`config.mk`:
```
export PLATFORM = sky130hd
export DESIGN_NAME = amo_seq_ctrl
export DESIGN_NICKNAME = d
export VERILOG_FILES = /design/src/rtl/amo_seq_ctrl.sv
export SDC_FILE = /design/constraint.sdc
export NUM_CORES = 1
export LEC_CHECK = 0
export ABC_AREA = 1
export CELL_PAD_IN_SITES_DETAIL_PLACEMENT = 0
export CELL_PAD_IN_SITES_GLOBAL_PLACEMENT = 1
export CORE_ASPECT_RATIO = 2
export CORE_MARGIN = 2
export CORE_UTILIZATION = 39
export DETAILED_ROUTE_END_ITERATION = 6
export PLACE_DENSITY = 0.78
export SLEW_MARGIN = 20
export SYNTH_ARGS = -nofsm -noshare
export SYNTH_HDL_FRONTEND = slang
export SYNTH_SLANG_ARGS = --single-unit
```
`constraint.sdc`:
```
create_clock -name clk -period 4.45 [get_ports clk]
set_input_delay 0.6675 -clock clk [delete_from_list [all_inputs] [get_ports clk]]
set_output_delay 0.6675 -clock clk [all_outputs]
set_load 0.005 [all_outputs]
```
`src/rtl/amo_seq_ctrl.sv`:
```
// rtl/amo_seq_ctrl.sv - atomic memory operation sequencer with LR/SC reservation
//
// Runs AMO*/LR/SC from the MEM stage as a read-modify-write on the data bus
// while holding the MEM/WB register, then strobes the result for one cycle.
//
// Ports:
//   clk, rstn              clock, asynchronous active-low reset
//   is_amo_instr_mem ..    MEM-stage atomic instruction, operands, cancel/flush
//   snoop_st_*             committed non-atomic stores (reservation kill)
//   bus_*                  single-outstanding data bus, held stable until bus_ack
//   hold                   pipeline freeze (start cycle, RD, WR)
//   amo_val_lockup         one-cycle strobe qualifying amo_result/is_fail_sc_mem
//   resv_valid             reservation held

module amo_seq_ctrl #(
  parameter int XLEN      = 64,
  parameter int RESV_GRAN = 3
) (
  input  logic            clk,
  input  logic            rstn,
  input  logic            is_amo_instr_mem,
  input  logic [4:0]      amo_funct5_mem,
  input  logic            amo_word_mem,
  input  logic            cancel_instr_mem,
  input  logic            flush_mem,
  input  logic [XLEN-1:0] amo_addr_mem,
  input  logic [XLEN-1:0] amo_src_mem,
  input  logic            snoop_st_valid,
  input  logic [XLEN-1:0] snoop_st_addr,
  input  logic            bus_ack,
  input  logic [XLEN-1:0] bus_rdata,
  output logic            bus_req,
  output logic            bus_we,
  output logic [XLEN-1:0] bus_addr,
  output logic [XLEN-1:0] bus_wdata,
  output logic            hold,
  output logic            amo_val_lockup,
  output logic [XLEN-1:0] amo_result,
  output logic            is_fail_sc_mem,
  output logic            resv_valid
);

  typedef enum logic [1:0] {S_IDLE, S_RD, S_WR, S_DONE} state_e;

  typedef enum logic [3:0] {
    OP_LR, OP_SC, OP_SWAP, OP_ADD, OP_XOR, OP_AND, OP_OR,
    OP_MIN, OP_MAX, OP_MINU, OP_MAXU
  } op_e;

  // Only address bits at or above the granule size take part in a match.
  localparam logic [XLEN-1:0] GRAN_MASK = {XLEN{1'b1}} << RESV_GRAN;

  state_e          state_q;
  op_e             op_q;
  logic            word_q;
  logic [XLEN-1:0] src_q;
  logic [XLEN-1:0] old_q;
  logic            resv_valid_q;
  logic [XLEN-1:0] resv_addr_q;
  logic            bus_req_q;
  logic            bus_we_q;
  logic [XLEN-1:0] bus_addr_q;
  logic [XLEN-1:0] bus_wdata_q;
  logic            lockup_q;
  logic [XLEN-1:0] result_q;
  logic            fail_q;

  op_e             op_dec;
  logic            start;
  logic            snoop_kill;
  logic            sc_ok;
  logic [XLEN-1:0] rd_ext;
  logic [XLEN-1:0] src_ext;
  logic [XLEN-1:0] alu_out;
  logic            lt_s;
  logic            lt_u;

  function automatic logic [XLEN-1:0] sext32(input logic [31:0] v);
    return {{(XLEN-32){v[31]}}, v};
  endfunction

  function automatic logic gran_match(input logic [XLEN-1:0] a, input logic [XLEN-1:0] b);
    return ((a ^ b) & GRAN_MASK) == '0;
  endfunction

  always_comb begin
    op_dec = OP_SWAP;
    case (amo_funct5_mem)
      5'b00010: op_dec = OP_LR;
      5'b00011: op_dec = OP_SC;
      5'b00001: op_dec = OP_SWAP;
      5'b00000: op_dec = OP_ADD;
      5'b00100: op_dec = OP_XOR;
      5'b01100: op_dec = OP_AND;
      5'b01000: op_dec = OP_OR;
      5'b10000: op_dec = OP_MIN;
      5'b10100: op_dec = OP_MAX;
      5'b11000: op_dec = OP_MINU;
      5'b11100: op_dec = OP_MAXU;
      default:  op_dec = OP_SWAP;
    endcase
  end

  assign start = (state_q == S_IDLE) && is_amo_instr_mem && !cancel_instr_mem && !flush_mem;

  // A store snooped in the same cycle as an SC start must already count as a kill.
  assign snoop_kill = snoop_st_valid && resv_valid_q && gran_match(snoop_st_addr, resv_addr_q);
  assign sc_ok      = resv_valid_q && !snoop_kill && gran_match(amo_addr_mem, resv_addr_q);

  // Both operands of a .W op are sign-extended to XLEN. That gives correct
  // signed and unsigned 32-bit ordering and a correct low-half sum.
  assign rd_ext  = word_q ? sext32(bus_rdata[31:0]) : bus_rdata;
  assign src_ext = word_q ? sext32(src_q[31:0]) : src_q;
  assign lt_s    = $signed(rd_ext) < $signed(src_ext);
  assign lt_u    = rd_ext < src_ext;

  always_comb begin
    alu_out = src_ext;
    case (op_q)
      OP_ADD:  alu_out = rd_ext + src_ext;
      OP_XOR:  alu_out = rd_ext ^ src_ext;
      OP_AND:  alu_out = rd_ext & src_ext;
      OP_OR:   alu_out = rd_ext | src_ext;
      OP_MIN:  alu_out = lt_s ? rd_ext : src_ext;
      OP_MAX:  alu_out = lt_s ? src_ext : rd_ext;
      OP_MINU: alu_out = lt_u ? rd_ext : src_ext;
      OP_MAXU: alu_out = lt_u ? src_ext : rd_ext;
      default: alu_out = src_ext;
    endcase
  end

  always_ff @(posedge clk or negedge rstn) begin
    if (!rstn) begin
      state_q      <= S_IDLE;
      op_q         <= OP_SWAP;
      word_q       <= 1'b0;
      src_q        <= '0;
      old_q        <= '0;
      resv_valid_q <= 1'b0;
      resv_addr_q  <= '0;
      bus_req_q    <= 1'b0;
      bus_we_q     <= 1'b0;
      bus_addr_q   <= '0;
      bus_wdata_q  <= '0;
      lockup_q     <= 1'b0;
      result_q     <= '0;
      fail_q       <= 1'b0;
    end else begin
      lockup_q <= 1'b0;
      // The assignments below come later, so an LR set in this cycle wins over a snoop kill.
      if (snoop_kill) resv_valid_q <= 1'b0;
      case (state_q)
        S_IDLE: begin
          if (start) begin
            op_q       <= op_dec;
            word_q     <= amo_word_mem;
            src_q      <= amo_src_mem;
            bus_addr_q <= amo_addr_mem;
            if (op_dec == OP_SC) begin
              if (sc_ok) begin
                state_q     <= S_WR;
                bus_req_q   <= 1'b1;
                bus_we_q    <= 1'b1;
                bus_wdata_q <= amo_src_mem;
              end else begin
                state_q      <= S_DONE;
                lockup_q     <= 1'b1;
                fail_q       <= 1'b1;
                result_q     <= {{(XLEN-1){1'b0}}, 1'b1};
                resv_valid_q <= 1'b0;
              end
            end else begin
              state_q   <= S_RD;
              bus_req_q <= 1'b1;
              bus_we_q  <= 1'b0;
            end
          end
        end
        S_RD: begin
          if (bus_ack) begin
            old_q <= rd_ext;
            if (op_q == OP_LR) begin
              state_q      <= S_DONE;
              bus_req_q    <= 1'b0;
              resv_valid_q <= 1'b1;
              resv_addr_q  <= bus_addr_q;
              result_q     <= rd_ext;
              fail_q       <= 1'b0;
              lockup_q     <= 1'b1;
            end else begin
              state_q     <= S_WR;
              bus_we_q    <= 1'b1;
              bus_wdata_q <= alu_out;
            end
          end
        end
        S_WR: begin
          if (bus_ack) begin
            state_q   <= S_DONE;
            bus_req_q <= 1'b0;
            bus_we_q  <= 1'b0;
            lockup_q  <= 1'b1;
            fail_q    <= 1'b0;
            if (op_q == OP_SC) begin
              resv_valid_q <= 1'b0;
              result_q     <= '0;
            end else begin
              result_q <= old_q;
            end
          end
        end
        default: begin
          state_q <= S_IDLE;
        end
      endcase
    end
  end

  assign hold           = start || (state_q == S_RD) || (state_q == S_WR);
  assign bus_req        = bus_req_q;
  assign bus_we         = bus_we_q;
  assign bus_addr       = bus_addr_q;
  assign bus_wdata      = bus_wdata_q;
  assign amo_val_lockup = lockup_q;
  assign amo_result     = result_q;
  assign is_fail_sc_mem = fail_q;
  assign resv_valid     = resv_valid_q;

endmodule

```
# Word level (Yosys, flattened, before mapping)

Memories as Yosys holds them, arrays and structs flattened.
Cells that the tools add are included.

Bits in writable memories: 0
Memories: 1
Flip-flop bits (word level): 396
Bits of input ports: 269
Latch bits: 0
Output and inout port bits: 198
Word-level logic and storage cells: 130
Memory bits (read-only): 128

Memories:

| memory          | words | bits a word | rd ports | clocked after memory_dff | write ports | line | text |
|---|---|---|---|---|---|---|---|
| (no name shown) | 32    | 4           | 1        | 0                        | 0           | 88   | `case (amo_funct5_mem)` |

Multipliers: 0
Bitwise logic cells: 5
Muxes and demuxes: 60
Div/mod/pow operators: 0
$lt $le $gt $ge: 2
Reduce and logical (&&, ||, !) cells: 26
$add $sub $neg: 1
Shift-type cells: 0
Equality and inequality tests: 21

Operator list:

| operator                                                              | count |
|---|---|
| 64-bit two-way mux                                                    | 18 |
| 64-bit one-hot mux with 8 select lines                                | 1 |
| 64-bit one-hot mux with 3 select lines                                | 1 |
| 64-bit bitwise XOR                                                    | 3 |
| 64-bit zero test                                                      | 2 |
| 64-bit less-than comparator                                           | 2 |
| 64-bit one-hot mux with 2 select lines                                | 1 |
| 64-bit adder                                                          | 1 |
| 64-bit AND                                                            | 1 |
| 64-bit OR                                                             | 1 |
| 1-bit two-way mux                                                     | 29 |
| 6-bit AND reduction                                                   | 3 |
| 4-bit by 3-bit equality test with 1-bit output, second input constant | 4 |
| 1-bit one-hot mux with 3 select lines                                 | 5 |
| 2-bit inequality test, second input constant                          | 7 |
| 4-bit equality test, second input constant                            | 3 |
| 4-bit by 1-bit equality test with 1-bit output, second input constant | 2 |
| 2-bit two-way mux                                                     | 4 |
| 1-bit logical AND                                                     | 7 |
| 7-bit AND reduction                                                   | 1 |
| 2-bit one-hot mux with 3 select lines                                 | 1 |
| 3-bit AND reduction                                                   | 2 |
| 4-bit by 2-bit equality test with 1-bit output, second input constant | 1 |
| 4-bit zero test                                                       | 1 |
| 10 further kinds                                                      | 14 |

# Logic depth before layout (Yosys ltp)

Word-level depth: 10
Mapped depth: 23
Mapped depth without buffers: 21

# Least setup slack after synthesis

No wires, ideal clock.

Path kind: input-to-reg
Start point: input port bus_rdata[31]
End point: register bus_wdata_q[56] (netlist: bus_wdata[56])
Path buffers: 2
Required time: 4.324 ns
Library setup time: 0.126 ns
Arrival time: 3.337 ns
Path slack: 0.987 ns
Stages on the path: 19
Path through: nand2_1 -> inv_1 -> clkbuf_1 -> a21oi_1 -> ha_1 -> nor2_1 -> nand3_1 -> nor2_1 -> nand2_1 -> nor2_1 -> and3_1 -> nand2_4 -> nand3_2 -> clkbuf_1 -> nand3_1 -> nand3_1 -> nand2_1 -> o21ai_0 -> a21oi_1

Longest elaborated chain between the ends: 7
Elaborated cells between the ends (all ways): 15
Classes of those cells: add/sub (1); order compare (2); mux (9); bitwise (3)

Ends and longest elaborated chain:

| item                                                  | line     | text |
|---|---|---|
| start: declaration                                    | 31       | `input logic [XLEN-1:0] bus_rdata,` |
| 64-bit two-way mux (*)                                | 112      | `assign rd_ext = word_q ? sext32(bus_rdata[31:0]) : bus_rdata;` |
| 64-bit less-than comparator, on equally long branches | 115, 114 |  |
| 64-bit two-way mux, on equally long branches          | --       |  |
| 64-bit one-hot mux with 8 select lines (*)            | 119      | `case (op_q)` |
| 64-bit two-way mux (*)                                | 182      | `if (op_q == OP_LR) begin` |
| 64-bit two-way mux (*)                                | 180      | `if (bus_ack) begin` |
| 64-bit one-hot mux with 2 select lines (*)            | 152      | `case (state_q)` |
| end signal: assignment                                | 164      | `bus_wdata_q <= amo_src_mem;` |
| end signal: assignment                                | 193      | `bus_wdata_q <= alu_out;` |
| end: declaration                                      | 63       | `logic [XLEN-1:0] bus_wdata_q;` |

Mark *: on every way between the ends. The rest lies on a longest branch, timed or not. The select of a mux whose other input is x is not followed.
A chain may end at the register's enable or synchronous reset.

# Final worst setup path

Start point: register word_q
End point: register bus_wdata_q[51] (netlist: bus_wdata[51])

Longest elaborated chain between the ends: 7
Elaborated cells between the ends (all ways): 16
Classes of those cells: add/sub (1); order compare (2); mux (10); bitwise (3)

Ends and longest elaborated chain:

| item                                                  | line     | text |
|---|---|---|
| start: declaration                                    | 55       | `logic word_q;` |
| start signal: assignment                              | 156      | `word_q <= amo_word_mem;` |
| 64-bit two-way mux, on equally long branches          | 112, 113 |  |
| 64-bit less-than comparator, on equally long branches | 115, 114 |  |
| 64-bit two-way mux, on equally long branches          | --       |  |
| 64-bit one-hot mux with 8 select lines (*)            | 119      |  |
| 64-bit two-way mux (*)                                | 182      |  |
| 64-bit two-way mux (*)                                | 180      |  |
| 64-bit one-hot mux with 2 select lines (*)            | 152      |  |

Marked as above.

==> impl_metrics.csv <==
group,metric,value,unit
synthesis,synth_edf_count,0,
clocking,htree_levels,2,
synthesis,seq_area_frac_synth,31.46,%
pwr,p_per_area,968.3,nW/µm²
sta,tns,0,ns
global_route,grt_max_degree,131,
clocking,cts_tree,"yes",
clocking,ctsLongestPathBuffers,3,
clocking,insertion_delay,0.62,ns
finish,drive_gt1_share,10.75,%
global_route,grt_first_pass_wirelength,228300,µm
route,detail_route.drc_violations,0,
global_route,groute.layer.met1.usage,35.87,%
pwr,switching_share,52.61,%
pwr,p_leak,19.71,nW
synthesis,syn_area,31260,µm²
floorplan,dieArea,82590,µm²
hold_path,min_path_type,"in2async",
clocking,clk_pin_slew,0.07,ns
pwr,combPwrFrac,73.9,%
critical_path,crit_path_end_kind,"register",
clocking,cts_buffers,39,
sta,fmax,230.2,MHz
synthesis,synth_area_leader_cell,"dfrtp_1",
place,placed_cell_area,40050,µm²
route,dr.pass1.iters,7,
finish,final_area,41580,µm²
place,post-dp-hpwl,127600,µm
critical_path,critPathMaxFanout,25,
clocking,cts_sinks,393,
global_route,met3_usage,5.397,%
synthesis,synth_commonest_cells,"nand2_1 (1,234), nand3_1 (562), inv_1 (492)",
finish,utilization,52.45,%
sta,rsz0062_at_grt,"no",
place,port_buffers,463,
sta,skew,0.04801,ns
route,detail_route.wl_per_cell,24.31,µm
sta,worstMarginPinSlew,1.208,ns
pwr,internal_power,19.08,mW
pwr,sequentialPowerShare,16.0,%
synthesis,synth_flop_cell,"dfrtp_1",
synthesis,avgSynthCellArea,6.570,µm²
floorplan,start_util,39.44,%
critical_path,r2r_slack,0.11,ns
sta,fin_crit_sh,97.62,%
global_route,first_global_vias,35120,
floorplan,fp.dieH,404.4,µm
floorplan,core,79280,µm²
floorplan,die_w,204.2,µm
finish,fill_cells,8214,
synthesis,ys_warn_count,0,
critical_path,r2r_end,"bus_wdata[51]",
synthesis,synth_top_area_share,31.38,%
sta,hold_viol_final,0,
clocking,cts_root_buf,"clkbuf_16",
flow_run,drv_cap,0,
finish,layout.nets,5935,
synthesis,synth_cell_types,52,
critical_path,timing.rr.start,"word_q",
pwr,ir_drop,0.6669,mV
route,postRouteAntennaNets,0,
global_route,overflow,0,
pwr,pwr-share-clk,10.1,%
route,via_count,35370,
sta,slew_viol_final,0,
route,avgViaCountPerCell,5.414,
floorplan,ios,467,
finish,n_antenna_cell,0,
critical_path,cp_data_required_time,4.91,ns
global_route,grt_busiest_layer,"met2",
critical_path,crit_path_start_kind,"register",
global_route,grt_usage,37.72,%
floorplan,std_cell_rows,146,
route,drt_wl_total,158800,µm
synthesis,ys_ff_latch,393,
global_route,use_met2,67.84,%
sta,finalCriticalPeriod,4.344,ns
synthesis,yosysMostFrequentCell,"nand2_1",
route,drtIter0Drc,2541,
synthesis,netlist_top_cells_area,"dfrtp_1 (31%), nand2_1 (15%), nand3_1 (9.0%), ha_1 (7.9%), a21oi_1 (6.5%)",
finish,area_growth,33.01,%
critical_path,critical_path_class,"reg2reg",
critical_path,crit_arrival,4.81,ns
sta,finalSetupViolCount,0,
sta,slew-limit-headroom,18.65,%
synthesis,syn_nets,5226,
synthesis,async_reset_ff_share,100.0,%
place,place_congestion,1.099,
critical_path,rr_worst_depth,21,
synthesis,netlist_instances,4759,
pwr,p_switching,21.18,mW
global_route,grt_antenna_before_repair,5,
run_status,status,"completed",
==> state kept, by name, indices dropped and copies added, names as in the netlist, 2 cells and up <==
register / flops
amo_result: 64
bus_addr: 64
bus_wdata: 64
old_q: 64
op_q: 4
resv_addr_q: 61
src_q: 64
state_q: 2
==> critical path, cell delays in order, from the launching register on <==
cell     delay [ns]
dfrtp_2        0.54
nand2_1        0.11
inv_1          0.08
buf_12         0.16
a21oi_4        0.47
ha_1           0.40
buf_4          0.17
nor3_1         0.26
nand2_1        0.08
nor2_1         0.20
and3_1         0.23
nand2_4        0.10
nand2_4        0.15
nand2_1        0.12
nand2_4        0.14
buf_12         0.19
nand2_1        0.07
nand3_1        0.06
nand2_1        0.05
o21ai_0        0.33
buf_4          0.18
a21oi_1        0.05
==> worst max-delay path by stage <==
stage / slack (ns) / endpoint / cells past startpoint / start
2_1_floorplan: 0.99 / bus_wdata[56] / 19 / bus_rdata[31]
3_3_place_gp: -1.00 / bus_wdata[51] / 22 / bus_rdata[31]
3_5_place_dp: -0.51 / bus_wdata[51] / 22 / bus_rdata[31]
4_1_cts: 0.06 / bus_wdata[51] / 22 / word_q
5_1_grt: 0.06 / bus_wdata[51] / 21 / word_q
6_report: 0.11 / bus_wdata[51] / 21 / word_q
==> metal layers <==
layer	share of wire, %	up-vias	routed length, µm
li1	-	17060	-
met1	33	16630	52500
met2	50	1256	79330
met3	5.0	418	7879
met4	12	10	19090
met5	0.036	-	57
==> layout by cell type, fill, tap and decap left out, types with 17 or more instances in the layout <==
cell type        count
o21bai_1            33
o22ai_1             64
o21ai_0            392
a211oi_1            50
nand2_1           1229
xnor2_1             17
a21oi_1            406
nand4_1             54
nor2_1             411
mux2_2              22
ha_1               196
buf_12              36
clkbuf_16           39
inv_2               21
inv_1              490
buf_4              404
xor2_1              50
dfrtp_1            391
nand3_1            562
nor3_1              24
clkdlybuf4s50_1    462
==> timing repair <==
| item | CTS | global route |
|---|---|---|
| setup endpoints to repair | 7 | 2 |
| setup buffers | 0 | 0 |
| resized for setup | 2 | 1 |
| hold buffers | 0 | 0 |
==> per-stage QoR <==
stage	total power [mW]	worst slack [ns]	std cells	hold WS, ns
after floorplan	21.43	0.9867	4759	0.3719
after global placement	35.50	-1.002	6463	0.4547
after detailed placement	35.74	-0.5075	6463	0.4592
after CTS	39.94	0.06408	6534	0.1136
after global routing	42.96	0.06461	6534	0.1497
final	40.26	0.1057	6534	0.09989
==> cells by family after synthesis <==
logic type	after synthesis	share of synthesized area, %
buffers and inverters	749	9.328
and+or+nand+nor	2329	31.23
AOI/OAI and AO/OA	1001	17.36
DFF	393	31.46
muxes	22	0.7924
adders and majority gates	198	7.948
xor gates and xnor gates	67	1.877
==> final cells by class <==
class	instances	area [µm²]	share of cell area, %
clock inverters	25	464.2	1.116
inverters	514	1933	4.649
flip-flops and latches	393	9837	23.66
multi-input cells	3617	18610	44.75
well taps	1036	1296	3.117
clock buffers	46	1052	2.530
repair buffers	903	8393	20.18
==> power by group through the flow <==
stage               Combinational [mW]  Sequential, mW  Clock (mW)
floorplan                         15.2            6.23           0
global placement                  29.1            6.42           0
detailed placement                29.3            6.48           0
CTS                               29.4            6.43        4.11
global route                      32.1            6.62        4.22
finish                            29.8            6.44        4.05
Note: power is estimated with default switching activity, not from simulation.
